### config.mk
export PLATFORM = sky130hd
export DESIGN_NAME = bip_debug_unit
export DESIGN_NICKNAME = d
export VERILOG_FILES = /design/src/rtl/bip_debug_unit.sv
export SDC_FILE = /design/constraint.sdc
export NUM_CORES = 1
export LEC_CHECK = 0
export BUFFER_PORTS_ARGS = -buffer_cell sky130_fd_sc_hd__buf_4
export CAP_MARGIN = 20
export CORE_MARGIN = 10
export CORE_UTILIZATION = 55
export DETAILED_ROUTE_END_ITERATION = 7
export PLACE_DENSITY_LB_ADDON = 0.05
export SLEW_MARGIN = 20
export SYNTH_ARGS = -nofsm -noshare
export SYNTH_HDL_FRONTEND = slang
export SYNTH_SLANG_ARGS = --single-unit
### constraint.sdc
create_clock -name clk -period 2.8 [get_ports clk]
set_input_delay 0.84 -clock clk [delete_from_list [all_inputs] [get_ports clk]]
set_output_delay 0.84 -clock clk [all_outputs]
set_load 0.01 [all_outputs]
### src/rtl/bip_debug_unit.sv
// UART-driven debug unit: loads program/data memory, reads data memory back,
// and runs the processor for a fixed number of clock-enable cycles.
module bip_debug_unit #(
    parameter int DATA_W     = 16,
    parameter int ADDR_W     = 11,
    parameter int RUN_CYCLES = 255
) (
    input  logic              clk,
    input  logic              reset,
    input  logic [7:0]        rx_data,
    input  logic              rx_done,
    input  logic              tx_done,
    output logic              tx_start,
    output logic [7:0]        tx_data,
    output logic [ADDR_W-1:0] mem_addr,
    output logic [DATA_W-1:0] mem_wdata,
    output logic              wr_pm,
    output logic              wr_dm,
    output logic              rd_dm,
    input  logic [DATA_W-1:0] mem_rdata,
    output logic              cpu_reset,
    output logic              cpu_en,
    output logic              busy
);
    localparam int NB  = DATA_W / 8;
    localparam int NA  = (ADDR_W + 7) / 8;
    localparam int AW8 = NA * 8;
    localparam logic [2:0]  NB_LAST  = 3'(NB - 1);
    localparam logic [2:0]  NA_LAST  = 3'(NA - 1);
    localparam logic [15:0] CYC_LAST = 16'(RUN_CYCLES - 1);
    localparam logic [7:0]  CMD_RUN = 8'h02, CMD_PM = 8'h04, CMD_DM = 8'h08, CMD_RD = 8'h10;
    localparam logic [7:0]  ACK_BYTE = 8'hAA;

    typedef enum logic [3:0] {
        IDLE, GET_DATA, GET_ADDR, WRITE, RUN, RD_REQ, RD_WAIT, SEND, SEND_WAIT, DONE_ACK
    } state_t;

    state_t            state, state_next;
    logic [7:0]        cmd;
    logic [2:0]        cnt;
    logic [15:0]       cyc;
    logic [AW8-1:0]    addr_full, addr_upd;
    logic [DATA_W-1:0] rd_sh;

    function automatic logic [DATA_W-1:0] put_data(input logic [DATA_W-1:0] w,
                                                   input logic [2:0] k, input logic [7:0] b);
        int sh;
        sh = 8 * int'(k);
        return (w & ~(DATA_W'(8'hFF) << sh)) | (DATA_W'(b) << sh);
    endfunction

    function automatic logic [AW8-1:0] put_addr(input logic [AW8-1:0] w,
                                                input logic [2:0] k, input logic [7:0] b);
        int sh;
        sh = 8 * int'(k);
        return (w & ~(AW8'(8'hFF) << sh)) | (AW8'(b) << sh);
    endfunction

    assign addr_upd = put_addr(addr_full, cnt, rx_data);

    always_comb begin
        state_next = state;
        case (state)
            IDLE:
                if (rx_done) begin
                    case (rx_data)
                        CMD_PM, CMD_DM: state_next = GET_DATA;
                        CMD_RD:         state_next = GET_ADDR;
                        CMD_RUN:        state_next = RUN;
                        default:        state_next = IDLE;
                    endcase
                end
            GET_DATA:  if (rx_done && cnt == NB_LAST) state_next = GET_ADDR;
            GET_ADDR:  if (rx_done && cnt == NA_LAST) state_next = (cmd == CMD_RD) ? RD_REQ : WRITE;
            WRITE:     state_next = IDLE;
            RUN:       if (cyc == CYC_LAST) state_next = DONE_ACK;
            RD_REQ:    state_next = RD_WAIT;
            RD_WAIT:   state_next = SEND;
            SEND:      state_next = SEND_WAIT;
            SEND_WAIT: if (tx_done) state_next = (cnt == NB_LAST) ? IDLE : SEND;
            DONE_ACK:  if (tx_done) state_next = IDLE;
            default:   state_next = IDLE;
        endcase
    end

    // Every output is a register loaded from the next state, so strobes line up with their state.
    always_ff @(posedge clk) begin
        if (reset) begin
            state     <= IDLE;
            cmd       <= 8'h00;
            cnt       <= 3'd0;
            cyc       <= 16'd0;
            addr_full <= '0;
            rd_sh     <= '0;
            mem_addr  <= '0;
            mem_wdata <= '0;
            tx_data   <= 8'h00;
            tx_start  <= 1'b0;
            wr_pm     <= 1'b0;
            wr_dm     <= 1'b0;
            rd_dm     <= 1'b0;
            cpu_en    <= 1'b0;
            cpu_reset <= 1'b1;
            busy      <= 1'b0;
        end else begin
            state     <= state_next;
            wr_pm     <= (state_next == WRITE) && (cmd == CMD_PM);
            wr_dm     <= (state_next == WRITE) && (cmd == CMD_DM);
            rd_dm     <= (state_next == RD_REQ);
            cpu_en    <= (state_next == RUN);
            cpu_reset <= !((state_next == RUN) || (state_next == DONE_ACK));
            busy      <= (state_next != IDLE);
            tx_start  <= (state_next == SEND) || ((state == RUN) && (state_next == DONE_ACK));
            case (state)
                IDLE:
                    if (rx_done && (rx_data == CMD_PM || rx_data == CMD_DM ||
                                    rx_data == CMD_RD || rx_data == CMD_RUN)) begin
                        cmd <= rx_data;
                        cnt <= 3'd0;
                        cyc <= 16'd0;
                    end
                GET_DATA:
                    if (rx_done) begin
                        mem_wdata <= put_data(mem_wdata, cnt, rx_data);
                        cnt       <= (cnt == NB_LAST) ? 3'd0 : cnt + 3'd1;
                    end
                GET_ADDR:
                    if (rx_done) begin
                        addr_full <= addr_upd;
                        mem_addr  <= addr_upd[ADDR_W-1:0];
                        cnt       <= (cnt == NA_LAST) ? 3'd0 : cnt + 3'd1;
                    end
                RUN: begin
                    cyc <= cyc + 16'd1;
                    if (cyc == CYC_LAST) tx_data <= ACK_BYTE;
                end
                RD_WAIT: begin
                    rd_sh   <= mem_rdata;
                    tx_data <= mem_rdata[7:0];
                    cnt     <= 3'd0;
                end
                SEND_WAIT:
                    if (tx_done && cnt != NB_LAST) begin
                        cnt     <= cnt + 3'd1;
                        rd_sh   <= rd_sh >> 8;
                        tx_data <= 8'(rd_sh >> 8);
                    end
                default: ;
            endcase
        end
    end
endmodule
; ---- Yosys cells after proc, flatten, opt, wreduce, memory -nomap -nowiden
; Index checks and enable logic that the tools add are counted.
; W data, S select, Z words.
[word_totals]
in_bits = 28
regBits = 105
output_inout_bits = 42
[classes]
n_eq_ne = 27
shift = 2
mux = 22
reduce_logical = 27
add_sub_neg = 2
bitwise = 5
[op_table]
columns = op, count
row1 = $pmux W16 S2, 2
row2 = $pmux W4 S9, 1
row3 = $and A16 B16 Y16, 2
row4 = $mux W16, 2
row5 = $or A16 B16 Y16, 2
row6 = $eq A4 B3 Y1 const B, 7
row7 = $mux W4, 6
row8 = $pmux W8 S3, 1
row9 = $mux W3, 6
row10 = $add A16 B1 Y16 const B, 1
row11 = $eq A16 B8 Y1 const B, 1
row12 = $eq A8 B3 Y1 const B, 2
row13 = $eq A8 B4 Y1 const B, 2
row14 = $eq A8 B5 Y1 const B, 2
row15 = $mux W8, 2
row16 = $not A16 Y16, 1
row17 = $shl A8 B6 Y16, 1
row18 = $shl A8 B6 Y16 const A, 1
row19 = $eq A4 B4 Y1 const B, 3
row20 = $pmux W3 S4, 1
row21 = $reduce_and A2 Y1, 5
row22 = $pmux W3 S3, 1
row23 = $eq A4 B2 Y1 const B, 2
row24 = $eq A8 B2 Y1 const B, 1
row25 = 16 further kinds, 30

; ---- Depth between registers and ports, before layout
; Gate-level depths: netlist (run 1).
[depth]
depth_word = 8
ltp_mapped = 8

; ---- Worst setup path after synthesis (run 1)
; No wires, ideal clock.
[synth_timing]
kind = input to register
startpoint = input port rx_data[1]
endpoint = register cnt[2]
t_arrival_ps = 2522
n_path_buf = 1
required_time_ps = 2730
setup_ps = 70
setup_slack_ps = 207
path_stages = 7
cell_sequence = buf_2 -> or4b_1 -> o311a_2 -> nor3_2 -> o22ai_2 -> or4_1 -> a21oi_1
[synth_via]
elab_chain_len = 7
[synth_lines]
columns = element, line_no
row1 = from (decl), 10  ; input logic [7:0] rx_data,
row2 = $eq A8 B3 Y1 or $eq A8 B4 Y1 (tied branches), 116  ; if (rx_done && (rx_data == CMD_PM || rx_data == CMD_DM ||
row3 = $logic_or A1 B1 Y1 (2 in series), 116
row4 = $logic_or A1 B1 Y1 (*), 117  ; rx_data == CMD_RD || rx_data == CMD_RUN)) begin
row5 = $logic_and A1 B1 Y1 (*), 116
row6 = $ne A2 B2 Y1 (no source line) (*), -
row7 = $reduce_and A4 Y1 (no source line) (*), -
row8 = to (signal assigned), 125  ; cnt <= (cnt == NB_LAST) ? 3'd0 : cnt + 3'd1;
row9 = to (signal assigned), 131  ; cnt <= (cnt == NA_LAST) ? 3'd0 : cnt + 3'd1;
row10 = to (signal assigned), 144  ; cnt <= cnt + 3'd1;
row11 = to (decl), 40  ; logic [2:0] cnt;
; Every way passes the cells marked *; elsewhere a longest branch is shown, timed or not.
; A chain may end at the register's enable or synchronous reset.

; ---- Worst setup path after layout (run 1)
[layout_timing]
startpoint = input port rx_data[5]
endpoint = register cnt[2]
; Same word-level chain as after synthesis.

==> impl_results.rst, run 1 <==
.. list-table::
   :header-rows: 1

   * - Metric
     - Value
   * - Number of standard-cell rows in the floorplan
     - 29
   * - Setup Viol. Count Final
     - 0
   * - Worst Path Class, Setup
     - in2reg
   * - Number of hold buffers added after cts
     - 0
   * - Leading post-synthesis cells by cell area
     - sky130_fd_sc_hd__dfxtp_1, sky130_fd_sc_hd__mux2i_1, sky130_fd_sc_hd__nor2_1, sky130_fd_sc_hd__nand2_1, sky130_fd_sc_hd__a21oi_1
   * - Pwr Density
     - 513.2 nW/um^2
   * - Sequential share of the synthesized area
     - 0.4528
   * - Number of buffers inserted to repair setup after CTS
     - 0
   * - Post-layout nets
     - 498
   * - CTS tree
     - done
   * - Max Buffers Root-to-Sink
     - 2
   * - Area after detailed placement
     - 4203 sq um
   * - Area added between synthesis and finish
     - 24.42%
   * - Leading register cell type out of synthesis
     - sky130_fd_sc_hd__dfxtp_1
   * - Slew at the pin closest to its max-slew limit
     - 621.5 ps
   * - Status
     - complete, no violations
   * - Max frequency
     - 0.4209 GHz
   * - Remaining antenna violation count after routing
     - 0
   * - Final TNS setup
     - 0 ps
   * - CTS Root Buffer Type
     - sky130_fd_sc_hd__clkbuf_8
   * - Drt first pass iters
     - 5
   * - Number of max-capacitance violations reported
     - 0
   * - Highest ir drop seen on vdd
     - 0.0004236 V
   * - RSZ-0062 raised after global routing
     - no
   * - Gr usage total
     - 0.1745
   * - Setup slack at placement
     - 63.13 ps
   * - Min setup slack post-route
     - 423.9 ps
   * - Number of primary I/O pins
     - 70
   * - Die Ht
     - 100.7 um
   * - Final Critical Period
     - 2376 ps
   * - Starting Density
     - 0.5639
   * - Insertion delay of the later-clocked pin in the worst-skew pair
     - 360 ps
   * - Cell count after synthesis
     - 395
   * - Post-Syn Area per Cell
     - 9.066 sq um
   * - Pin count of the biggest net entering global routing
     - 43
   * - Total half-perimeter wirelength after legalization and detailed placement
     - 6336 um
   * - Antenna fix cells
     - 0
   * - Number of hold violations in the final report
     - 0
   * - Global-route wire length before repair
     - 14,630 um
   * - Fraction of layout instances using a drive strength above 1
     - 0.2378
   * - Gp weighted congestion
     - 0.8408
   * - Count of flip-flops with a built-in enable after synthesis
     - 0
   * - Post-route cell area
     - 4456 sq um
   * - Most frequent cells in the layout
     - sky130_fd_sc_hd__dfxtp_1, sky130_fd_sc_hd__buf_4, sky130_fd_sc_hd__nor2_1
   * - Crit path required time
     - 3090 ps
   * - Initial antenna violation count
     - 0
   * - Largest fanout on the critical path
     - 4
   * - Worst-path clk slew
     - 80 ps
   * - Slew margin rel.
     - 0.5846
   * - Via count normalized by instance count
     - 5.668
   * - Clock sinks
     - 81
   * - DR vias
     - 3,106
   * - Total die area
     - 10,140 sq um
   * - Synth Register Bits
     - 81
   * - 1st-iter DRT viols
     - 167
   * - Combined area of all synthesized cells
     - 3581 sq um
   * - Startpoint kind of the worst setup timing path
     - primary input
   * - Count of yosys warnings during synthesis
     - 0
   * - Horiz. Die Dim
     - 100.7 um
   * - Count of final max-slew check failures
     - 0
   * - Worst hold path type
     - reg2reg
   * - CTS resizes
     - 0
   * - Cts bufs inserted
     - 9
   * - Placeable Area
     - 6350 sq um
   * - Residual DRC count
     - 0
   * - Wire length reported by the detailed router
     - 8724 um
   * - Leakage dissipation
     - 1.946 nW
   * - Overflow after GRT
     - 0
   * - Buffers on Ports
     - 69
   * - FFs w/ async S/R, synth
     - 0
   * - Final critical-path share of the clock period
     - 0.8486
   * - Number of global-route vias before repair
     - 3,102
   * - Data arrival, critical path
     - 2660 ps
   * - Setup skew after layout
     - 11.43 ps
   * - Portion of synthesized cell area occupied by the leading cell type
     - 0.4528
   * - H-tree depth
     - 3
   * - Kind of end point of the critical path
     - flip-flop
   * - Final routed wire length divided by cell count
     - 15.92 um
   * - Largest area contributor in the netlist
     - sky130_fd_sc_hd__dfxtp_1
   * - Number of unique standard cell types used by synthesis
     - 53
   * - Mapped Nets
     - 427
synth_stat cells (all sizes together), types with 2 or more instances:
library cell / count
nor3: 8
nand2b: 8
xnor2: 5
dfxtp: 81
and2: 7
ha: 4
nor2b: 5
xor2: 2
nand2: 30
a22oi: 9
nor2: 71
nand3b: 3
inv: 5
clkbuf: 12
a21oi: 16
o21ai: 5
or4b: 5
nand4: 6
and4: 2
a21o: 3
a211oi: 8
a31oi: 3
mux2: 2
nand3: 12
nor4: 5
buf: 9
a311oi: 6
nor4b: 5
nor4bb: 2
and3: 6
or4: 2
o32a: 2
or3: 2
mux2i: 33
logic make-up after synthesis:
kind of cell / Yosys count / share of synthesized area
AND/OR/NAND/NOR: 183 / 0.2670
XOR/XNOR: 7 / 0.01712
AO/OA/AOI/OAI: 59 / 0.1181
flip-flops: 81 / 0.4528
buffers and inverters: 26 / 0.03249
multiplexers: 35 / 0.09853
adder cells (fa/ha/maj): 4 / 0.01398
through the flow:
step                      hold WS [ps]  total power, W    util  std cells
final                            472.1        0.002287  0.7017        548
after global routing             488.6        0.002356  0.7017        548
after floorplan                  430.5        0.001220       -        395
after detailed placement         453.7        0.001265  0.6619        532
after CTS                        472.0        0.002308  0.7017        548
after global placement           443.7        0.001264  0.6619        532
state kept, by name (all words and copies together), names as in the netlist, 3 cells and up:
| register | cells |
|---|---|
| state | 4 |
| mem_wdata | 16 |
| cyc | 16 |
| cnt | 3 |
| rd_sh | 8 |
| mem_addr | 10 |
| cmd | 8 |
| tx_data | 8 |
routing by layer:
| layer | routed length (um) | global-route usage | part of all wire | vias to the layer above |
|---|---|---|---|---|
| met5 | 0 | 0 | 0 | - |
| met1 | 3958 | 0.2217 | 0.45 | 1429 |
| met3 | 745 | 0.06310 | 0.085 | 13 |
| li1 | - | - | - | 1551 |
| met4 | 149 | 0.06413 | 0.017 | 0 |
| met2 | 3871 | 0.2644 | 0.44 | 113 |
power breakdown:
group          switching (W)  total (W)  leakage (nW)  internal, W
Clock               0.000429    0.00105         0.123     0.000619
Sequential       0.000000992    0.00115         0.652      0.00115
Combinational      0.0000452  0.0000853          1.17    0.0000401
final timing paths:
| path | from | end | slack (ps) | cells past startpoint |
|---|---|---|---|---|
| worst min register to register | cmd[4] | cmd[4] | 470 | 2 |
| worst min-delay path | cmd[4] | cmd[4] | 470 | 2 |
| worst max register to register | state[0] | cpu_reset | 500 | 8 |
| worst max-delay path | rx_data[5] | cnt[2] | 420 | 6 |
worst max-delay path, stage by stage:
cell and delay (ps):
sky130_fd_sc_hd__buf_4 120, sky130_fd_sc_hd__or4b_2 730, sky130_fd_sc_hd__nor3_2 190, sky130_fd_sc_hd__o22ai_2 150, sky130_fd_sc_hd__or4_1 490, sky130_fd_sc_hd__a21oi_1 140
cell type report:
cell class,count,area [sq um]
timing repair buffer,81,608.1
clock buffer,10,137.6
multi-input combinational,288,1858
fill,527,1894
clock inverter,6,115.1
sequential,81,1622
tap,77,96.34
inverter,5,18.77
Note: power is estimated with default switching activity, not from simulation.
==> run 2, diff against run 1 <==
==> constraint.sdc (replaced) <==
create_clock -name clk -period 2.2 [get_ports clk]
set_input_delay 0.66 -clock clk [delete_from_list [all_inputs] [get_ports clk]]
set_output_delay 0.66 -clock clk [all_outputs]
set_load 0.01 [all_outputs]
==> impl_results.rst, run 2 (synthesis results as in run 1) <==
.. list-table::
   :header-rows: 1

   * - Metric
     - Value
   * - Status
     - complete, no violations (unchanged)
   * - Die Ht
     - 100.7 um (unchanged)
   * - Largest registers
     - cyc (16), mem_wdata (16), mem_addr (10) (unchanged)
   * - Area after detailed placement
     - 4393 sq um (was 4203 sq um)
   * - Initial antenna violation count
     - 0 (unchanged)
   * - Setup crit start
     - rx_data[2] (was rx_data[5])
   * - Worst Path Class, Setup
     - in2reg (unchanged)
   * - Worst-path clk slew
     - 80 ps (about the same)
   * - Slew margin rel.
     - 0.6735 (was 0.5846)
   * - CTS Root Buffer Type
     - sky130_fd_sc_hd__clkbuf_8 (unchanged)
   * - Setup Viol. Count Final
     - 0 (unchanged)
   * - Hold depth
     - 1 (was 2)
   * - Cts bufs inserted
     - 9 (unchanged)
   * - Critical Path Slowest Stage Cell
     - sky130_fd_sc_hd__or4b_1 (was sky130_fd_sc_hd__or4b_2)
   * - Cell family contributing the most delay on the critical path
     - simple AND/OR/NAND/NOR gates (unchanged)
   * - Gr usage total
     - 0.1725 (was 0.1745)
   * - Ordered cell list for the critical path
     - buf_4 -> or4b_1 -> o311a_2 -> nor3_2 -> o22ai_2 -> or4_1 -> a21oi_1 (was buf_4 -> or4b_2 -> nor3_2 -> o22ai_2 -> or4_1 -> a21oi_1)
   * - Number of buffers inserted to repair setup after CTS
     - 0 (unchanged)
   * - Most frequent cells in the layout
     - sky130_fd_sc_hd__buf_4, sky130_fd_sc_hd__dfxtp_1, sky130_fd_sc_hd__nor2_1 (was sky130_fd_sc_hd__dfxtp_1, sky130_fd_sc_hd__buf_4, sky130_fd_sc_hd__nor2_1)
   * - Overflow after GRT
     - 0 (unchanged)
   * - Post-route cell area
     - 4597 sq um (was 4456 sq um)
   * - Clock sinks
     - 81 (unchanged)
   * - Worst hold path type
     - reg2reg (unchanged)
   * - Total power
     - 0.002563 W (was 0.002287 W)
   * - Final routed wire length divided by cell count
     - 15.16 um (was 15.92 um)
   * - Leakage dissipation
     - 2.038 nW (was 1.946 nW)
   * - H-tree depth
     - 3 (unchanged)
   * - Total die area
     - 10,140 sq um (unchanged)
   * - Number of hold violations in the final report
     - 0 (unchanged)
   * - Total half-perimeter wirelength after legalization and detailed placement
     - 6544 um (was 6336 um)
   * - Multi-input gate area
     - 1891 sq um (was 1858 sq um)
   * - Number of global-route vias before repair
     - 3,165 (was 3,102)
   * - Worst R2R End
     - cpu_reset (unchanged)
   * - Highest ir drop seen on vdd
     - 0.0004620 V (was 0.0004236 V)
   * - Fraction of layout instances using a drive strength above 1
     - 0.2823 (was 0.2378)
   * - Kind of end point of the critical path
     - flip-flop (unchanged)
   * - Insertion delay of the later-clocked pin in the worst-skew pair
     - 350 ps (was 360 ps)
   * - Starting Density
     - 0.5639 (unchanged)
   * - Cell count of the worst reg-to-reg path
     - 8 (unchanged)
   * - Final Critical Period
     - 2078 ps
   * - Gp weighted congestion
     - 0.8340 (was 0.8408)
   * - Via count normalized by instance count
     - 5.517 (was 5.668)
   * - Hold wc startpoint
     - cmd[6] (was cmd[4])
   * - Buffers on Ports
     - 69 (unchanged)
   * - Filler cells
     - 531 (was 527)
   * - Number of max-capacitance violations reported
     - 0 (unchanged)
   * - Residual DRC count
     - 0 (unchanged)
   * - CTS resizes
     - 0 (unchanged)
   * - Placeable Area
     - 6350 sq um (unchanged)
   * - Final critical-path share of the clock period
     - 0.9444
   * - Startpoint kind of the worst setup timing path
     - primary input (unchanged)
   * - Sink of the worst hold path
     - cmd[6] (was cmd[4])
   * - Pin count of the biggest net entering global routing
     - 30 (was 43)
   * - Slew at the pin closest to its max-slew limit
     - 489.1 ps (was 621.5 ps)
   * - Antenna fix cells
     - 0 (unchanged)
   * - Count of final max-slew check failures
     - 0 (unchanged)
   * - Setup slack of the worst register-to-register path
     - 180 ps (was 500 ps)
   * - Worst flop-to-flop path startpoint
     - state[1] (was state[0])
   * - Horiz. Die Dim
     - 100.7 um (unchanged)
   * - Remaining antenna violation count after routing
     - 0 (unchanged)
   * - Buf+Inv Stages, Crit Path
     - 1 (unchanged)
   * - Number of primary I/O pins
     - 70 (unchanged)
   * - Largest fanout on the critical path
     - 4 (unchanged)
   * - Global-route wire length before repair
     - 14,580 um (was 14,630 um)
   * - Max Buffers Root-to-Sink
     - 2 (unchanged)
   * - Number of hold buffers added after cts
     - 0 (unchanged)
   * - DR vias
     - 3,161 (was 3,106)
   * - Pwr Density
     - 557.6 nW/um^2 (was 513.2 nW/um^2)
   * - Drt first pass iters
     - 4 (was 5)
   * - Wire length reported by the detailed router
     - 8686 um (was 8724 um)
   * - Data arrival, critical path
     - 2370 ps (was 2660 ps)
   * - Area used by sequential logic in the layout
     - 1622 sq um (unchanged)
   * - Number of standard-cell rows in the floorplan
     - 29 (unchanged)
   * - CTS tree
     - done (unchanged)
   * - Most common cell after layout, fill and taps aside
     - sky130_fd_sc_hd__buf_4
   * - Setup skew after layout
     - 7.257 ps (was 11.43 ps)
   * - Crit path required time
     - 2490 ps (was 3090 ps)
   * - 1st-iter DRT viols
     - 174 (was 167)
   * - Max frequency
     - 0.4813 GHz
   * - Area added between synthesis and finish
     - 28.37% (was 24.42%)
   * - Post-layout nets
     - 523 (was 498)
   * - Slowest stage delay, CP
     - 570 ps (was 730 ps)
run 2: cell count changes in the layout (fill, tap and decap cells not counted), moves of 2 or more:
cell                        previous run  this run
sky130_fd_sc_hd__clkinv_2              0         3
sky130_fd_sc_hd__buf_4                81       106
sky130_fd_sc_hd__bufinv_16             3         0
sky130_fd_sc_hd__clkbuf_1              0         2
sky130_fd_sc_hd__clkinv_4              2         0
run 2: layout make-up:
type                       instances  area share
clock buffer                      13     0.03457
sequential                        81      0.3527
multi-input combinational        288      0.4113
tap                               77     0.02096
clock inverter                     3    0.003266
timing repair buffer             106      0.1731
inverter                           5    0.004083
run 2: where the power goes:
part	switching [W]	internal [W]	total [W]
combinational	0.0000618	0.0000640	0.000126
sequential	0.00000104	0.00147	0.00147
clock	0.000504	0.000467	0.000971
total	0.000567	0.00200	0.00256
run 2: worst reg2reg max path, cell delays in order, from the launching register on:
cell and delay [ps]:
sky130_fd_sc_hd__dfxtp_1 530, sky130_fd_sc_hd__buf_4 200, sky130_fd_sc_hd__nor4b_2 70, sky130_fd_sc_hd__a31oi_2 260, sky130_fd_sc_hd__o21ai_2 110, sky130_fd_sc_hd__a211o_1 290, sky130_fd_sc_hd__buf_4 160, sky130_fd_sc_hd__nor3_1 230
sky130_fd_sc_hd__a21oi_1 60
run 2: routing by layer:
layer | wire [um] | part of all wire | GRT usage
met1 | 3914 | 0.45 | 0.2102
met3 | 793 | 0.091 | 0.07133
met5 | 0 | 0 | 0
met4 | 135 | 0.016 | 0.07609
met2 | 3842 | 0.44 | 0.2600
run 2: worst max path at each step:
stage,cells after the start,endpoint
final,7,cnt[2]
after global routing,8,cpu_reset
after CTS,7,wr_pm
after detailed placement,7,wr_pm
after global placement,7,wr_pm
after floorplan,7,cnt[2]
run 2: stage by stage:
step	TNS [ps]	util	cells	setup slack [ps]	hold slack, ps
floorplan	-293.4	-	395	-198.7	430.5
global placement	-7541	0.6918	557	-289.5	442.5
detailed placement	-8495	0.6918	557	-329.0	452.8
CTS	0	0.7192	573	32.11	472.1
global route	-9.002	0.7239	573	-9.002	490.0
finish	0	0.7239	573	122.2	462.0
==> run 3, diff against run 2 <==
--- a/config.mk
+++ b/config.mk
@@ -10,7 +10,8 @@
 export CORE_MARGIN = 10
 export CORE_UTILIZATION = 55
 export DETAILED_ROUTE_END_ITERATION = 7
-export PLACE_DENSITY_LB_ADDON = 0.05
+export PLACE_DENSITY = 0.8
+export SETUP_SLACK_MARGIN = 0.5
 export SLEW_MARGIN = 20
 export SYNTH_ARGS = -nofsm -noshare
 export SYNTH_HDL_FRONTEND = slang
==> impl_results.rst, run 3 (synthesis results as in run 1) <==
.. list-table::
   :header-rows: 1

   * - Metric
     - Value
   * - CTS tree
     - done (unchanged)
   * - Routed length on met2
     - 5531 um (was 3842 um)
   * - Pwr Density
     - 547.8 nW/um^2 (was 557.6 nW/um^2)
   * - Crit path required time
     - 2480 ps (was 2490 ps)
   * - Starting Density
     - 0.5639 (unchanged)
   * - Final TNS setup
     - 0 ps (unchanged)
   * - Largest fanout on the critical path
     - 3 (was 4)
   * - Number of hold violations in the final report
     - 0 (unchanged)
   * - Gr usage total
     - 0.1857 (was 0.1725)
   * - Clk pwr share
     - 0.430 (was 0.379)
   * - Switch share
     - 0.2068 (was 0.2210)
   * - Filler cells
     - 377 (was 531)
   * - Slew margin rel.
     - 0.7420 (was 0.6735)
   * - Number of standard-cell rows in the floorplan
     - 29 (unchanged)
   * - Data arrival, critical path
     - 2300 ps (was 2370 ps)
   * - Gp weighted congestion
     - 0.8963 (was 0.8340)
   * - Global-route wire length before repair
     - 15,550 um (was 14,580 um)
   * - Comb pwr share
     - 0.052 (was 0.049)
   * - Status
     - complete, no violations (unchanged)
   * - Met1 wire length
     - 4202 um (was 3914 um)
   * - Setup Viol. Count Final
     - 0 (unchanged)
   * - Wire length reported by the detailed router
     - 10,670 um (was 8686 um)
   * - Clock sinks
     - 81 (unchanged)
   * - 1st-iter DRT viols
     - 266 (was 174)
   * - Total half-perimeter wirelength after legalization and detailed placement
     - 6652 um (was 6544 um)
   * - Hold depth
     - 1 (unchanged)
   * - Number of global-route vias before repair
     - 3,281 (was 3,165)
   * - Total die area
     - 10,140 sq um (unchanged)
   * - Leakage dissipation
     - 2.254 nW (was 2.038 nW)
   * - Sink of the worst hold path
     - cmd[7] (was cmd[6])
   * - Pin count of the biggest net entering global routing
     - 33 (was 30)
   * - Total power
     - 0.002821 W (was 0.002563 W)
   * - Die Ht
     - 100.7 um (unchanged)
   * - Most frequent cells in the layout
     - sky130_fd_sc_hd__buf_4, sky130_fd_sc_hd__dfxtp_1, sky130_fd_sc_hd__nor2_1 (unchanged)
   * - Residual DRC count
     - 0 (unchanged)
   * - Overflow after GRT
     - 0 (unchanged)
   * - Cts bufs inserted
     - 9 (unchanged)
   * - Drt first pass iters
     - 4 (unchanged)
   * - Worst Path Class, Setup
     - in2reg (unchanged)
   * - Worst R2R End
     - cpu_reset (unchanged)
   * - Max Buffers Root-to-Sink
     - 2 (unchanged)
   * - Insertion delay of the later-clocked pin in the worst-skew pair
     - 350 ps (about the same)
   * - RSZ-0062 raised after global routing
     - yes
   * - Count of final max-slew check failures
     - 0 (unchanged)
   * - Remaining antenna violation count after routing
     - 0 (unchanged)
   * - Final routed wire length divided by cell count
     - 18.02 um (was 15.16 um)
   * - Area added between synthesis and finish
     - 43.82% (was 28.37%)
   * - Kind of end point of the critical path
     - flip-flop (unchanged)
   * - Setup slack of the worst register-to-register path
     - 190 ps (was 180 ps)
   * - Startpoint kind of the worst setup timing path
     - primary input (unchanged)
   * - Initial antenna violation count
     - 0 (unchanged)
   * - Setup skew after layout
     - 7.076 ps (was 7.257 ps)
   * - Final critical-path share of the clock period
     - 0.9211 (was 0.9444)
   * - Buffers on Ports
     - 69 (unchanged)
   * - Horiz. Die Dim
     - 100.7 um (unchanged)
   * - Most common cell after layout, fill and taps aside
     - sky130_fd_sc_hd__buf_4 (unchanged)
   * - Post-layout nets
     - 542 (was 523)
   * - Highest ir drop seen on vdd
     - 0.0004907 V (was 0.0004620 V)
   * - Portion of total power attributed to sequential cells
     - 0.517 (was 0.572)
   * - Largest registers
     - cyc (16), mem_wdata (16), mem_addr (10) (unchanged)
   * - Int Pwr
     - 0.002238 W (was 0.001997 W)
   * - Worst-path clk slew
     - 70 ps (was 80 ps)
   * - DR vias
     - 3,406 (was 3,161)
   * - CTS Root Buffer Type
     - sky130_fd_sc_hd__clkbuf_8 (unchanged)
   * - Max frequency
     - 0.4935 GHz (was 0.4813 GHz)
   * - H-tree depth
     - 3 (unchanged)
   * - Placeable Area
     - 6350 sq um (unchanged)
   * - Routed length on met3
     - 774 um (was 793 um)
   * - Hold wc startpoint
     - cmd[7] (was cmd[6])
   * - Worst flop-to-flop path startpoint
     - state[1] (unchanged)
   * - Antenna fix cells
     - 0 (unchanged)
   * - Number of max-capacitance violations reported
     - 0 (unchanged)
   * - Number of primary I/O pins
     - 70 (unchanged)
   * - Final Critical Period
     - 2026 ps (was 2078 ps)
   * - Via count normalized by instance count
     - 5.753 (was 5.517)
   * - Uppermost metal layer occupied by signal nets
     - met4 (unchanged)
   * - Net switching power of the design
     - 0.0005834 W (was 0.0005666 W)
   * - Cell count of the worst reg-to-reg path
     - 7 (was 8)
   * - Slew at the pin closest to its max-slew limit
     - 386.0 ps (was 489.1 ps)
   * - Fraction of layout instances using a drive strength above 1
     - 0.4097 (was 0.2823)
   * - Worst hold path type
     - reg2reg (unchanged)
run 3: layout make-up:
type,instances,area [sq um],area share
Clock buffer,14,162.7,0.03158
Sequential cell,81,1650,0.3205
Timing Repair Buffer,125,1032,0.2004
Inverter,5,18.77,0.003644
Clock inverter,2,60.06,0.01166
Multi-Input combinational cell,288,2130,0.4135
Tap cell,77,96.34,0.01871
run 3: routing by layer:
metal | track usage | vias up
li1 | - | 1645
met1 | 0.2115 | 1627
met2 | 0.3120 | 118
met3 | 0.06447 | 16
met4 | 0.06957 | 0
met5 | 0 | -
run 3: worst max path at each step:
stage	startpoint	cells after the start	endpoint
after floorplan	rx_data[1]	7	cnt[2]
after global placement	rx_data[1]	7	cnt[2]
after detailed placement	rx_data[1]	7	cnt[2]
after CTS	rx_data[2]	7	cnt[2]
after global routing	rx_data[2]	7	cnt[2]
final	rx_data[2]	7	cnt[2]
run 3: repair_timing:
| item | 4_1_cts | 5_1_grt |
|---|---|---|
| setup buffers | 11 | 13 |
| pin swaps | 23 | 16 |
| gates cloned | 0 | 1 |
| endpoints found under the setup margin | 61 | 57 |
| hold buffers | 0 | 0 |
| gates resized for setup | 46 | 40 |
run 3: metrics by stage:
| step | hold slack (ps) | worst slack [ps] | std cells | area (sq um) | util |
|---|---|---|---|---|---|
| after detailed placement | 451.2 | -242.6 | 551 | 4410 | 0.6946 |
| after CTS | 471.2 | 222.0 | 578 | 4880 | 0.7685 |
| after global routing | 485.6 | 133.8 | 592 | 5150 | 0.8110 |
| final | 467.3 | 173.6 | 592 | 5150 | 0.8110 |
| after floorplan | 435.6 | -182.3 | 395 | 3682 | - |
| after global placement | 446.4 | -213.4 | 551 | 4410 | 0.6946 |
run 3: power groups by stage:
stage | logic [W] | clock network, W | registers (W)
5_1_grt | 0.000157 | 0.00128 | 0.00146
3_3_place_gp | 0.000128 | 0 | 0.00150
4_1_cts | 0.000142 | 0.00122 | 0.00146
2_1_floorplan | 0.0000612 | 0 | 0.00150
3_5_place_dp | 0.000130 | 0 | 0.00150
6_report | 0.000148 | 0.00121 | 0.00146
run 3: critical path: stages:
cell and delay, ps:
sky130_fd_sc_hd__buf_8 100, sky130_fd_sc_hd__or4b_4 540, sky130_fd_sc_hd__o311a_4 160, sky130_fd_sc_hd__nor3_4 120
sky130_fd_sc_hd__o22ai_2 90, sky130_fd_sc_hd__or4_1 500, sky130_fd_sc_hd__a21oi_2 140
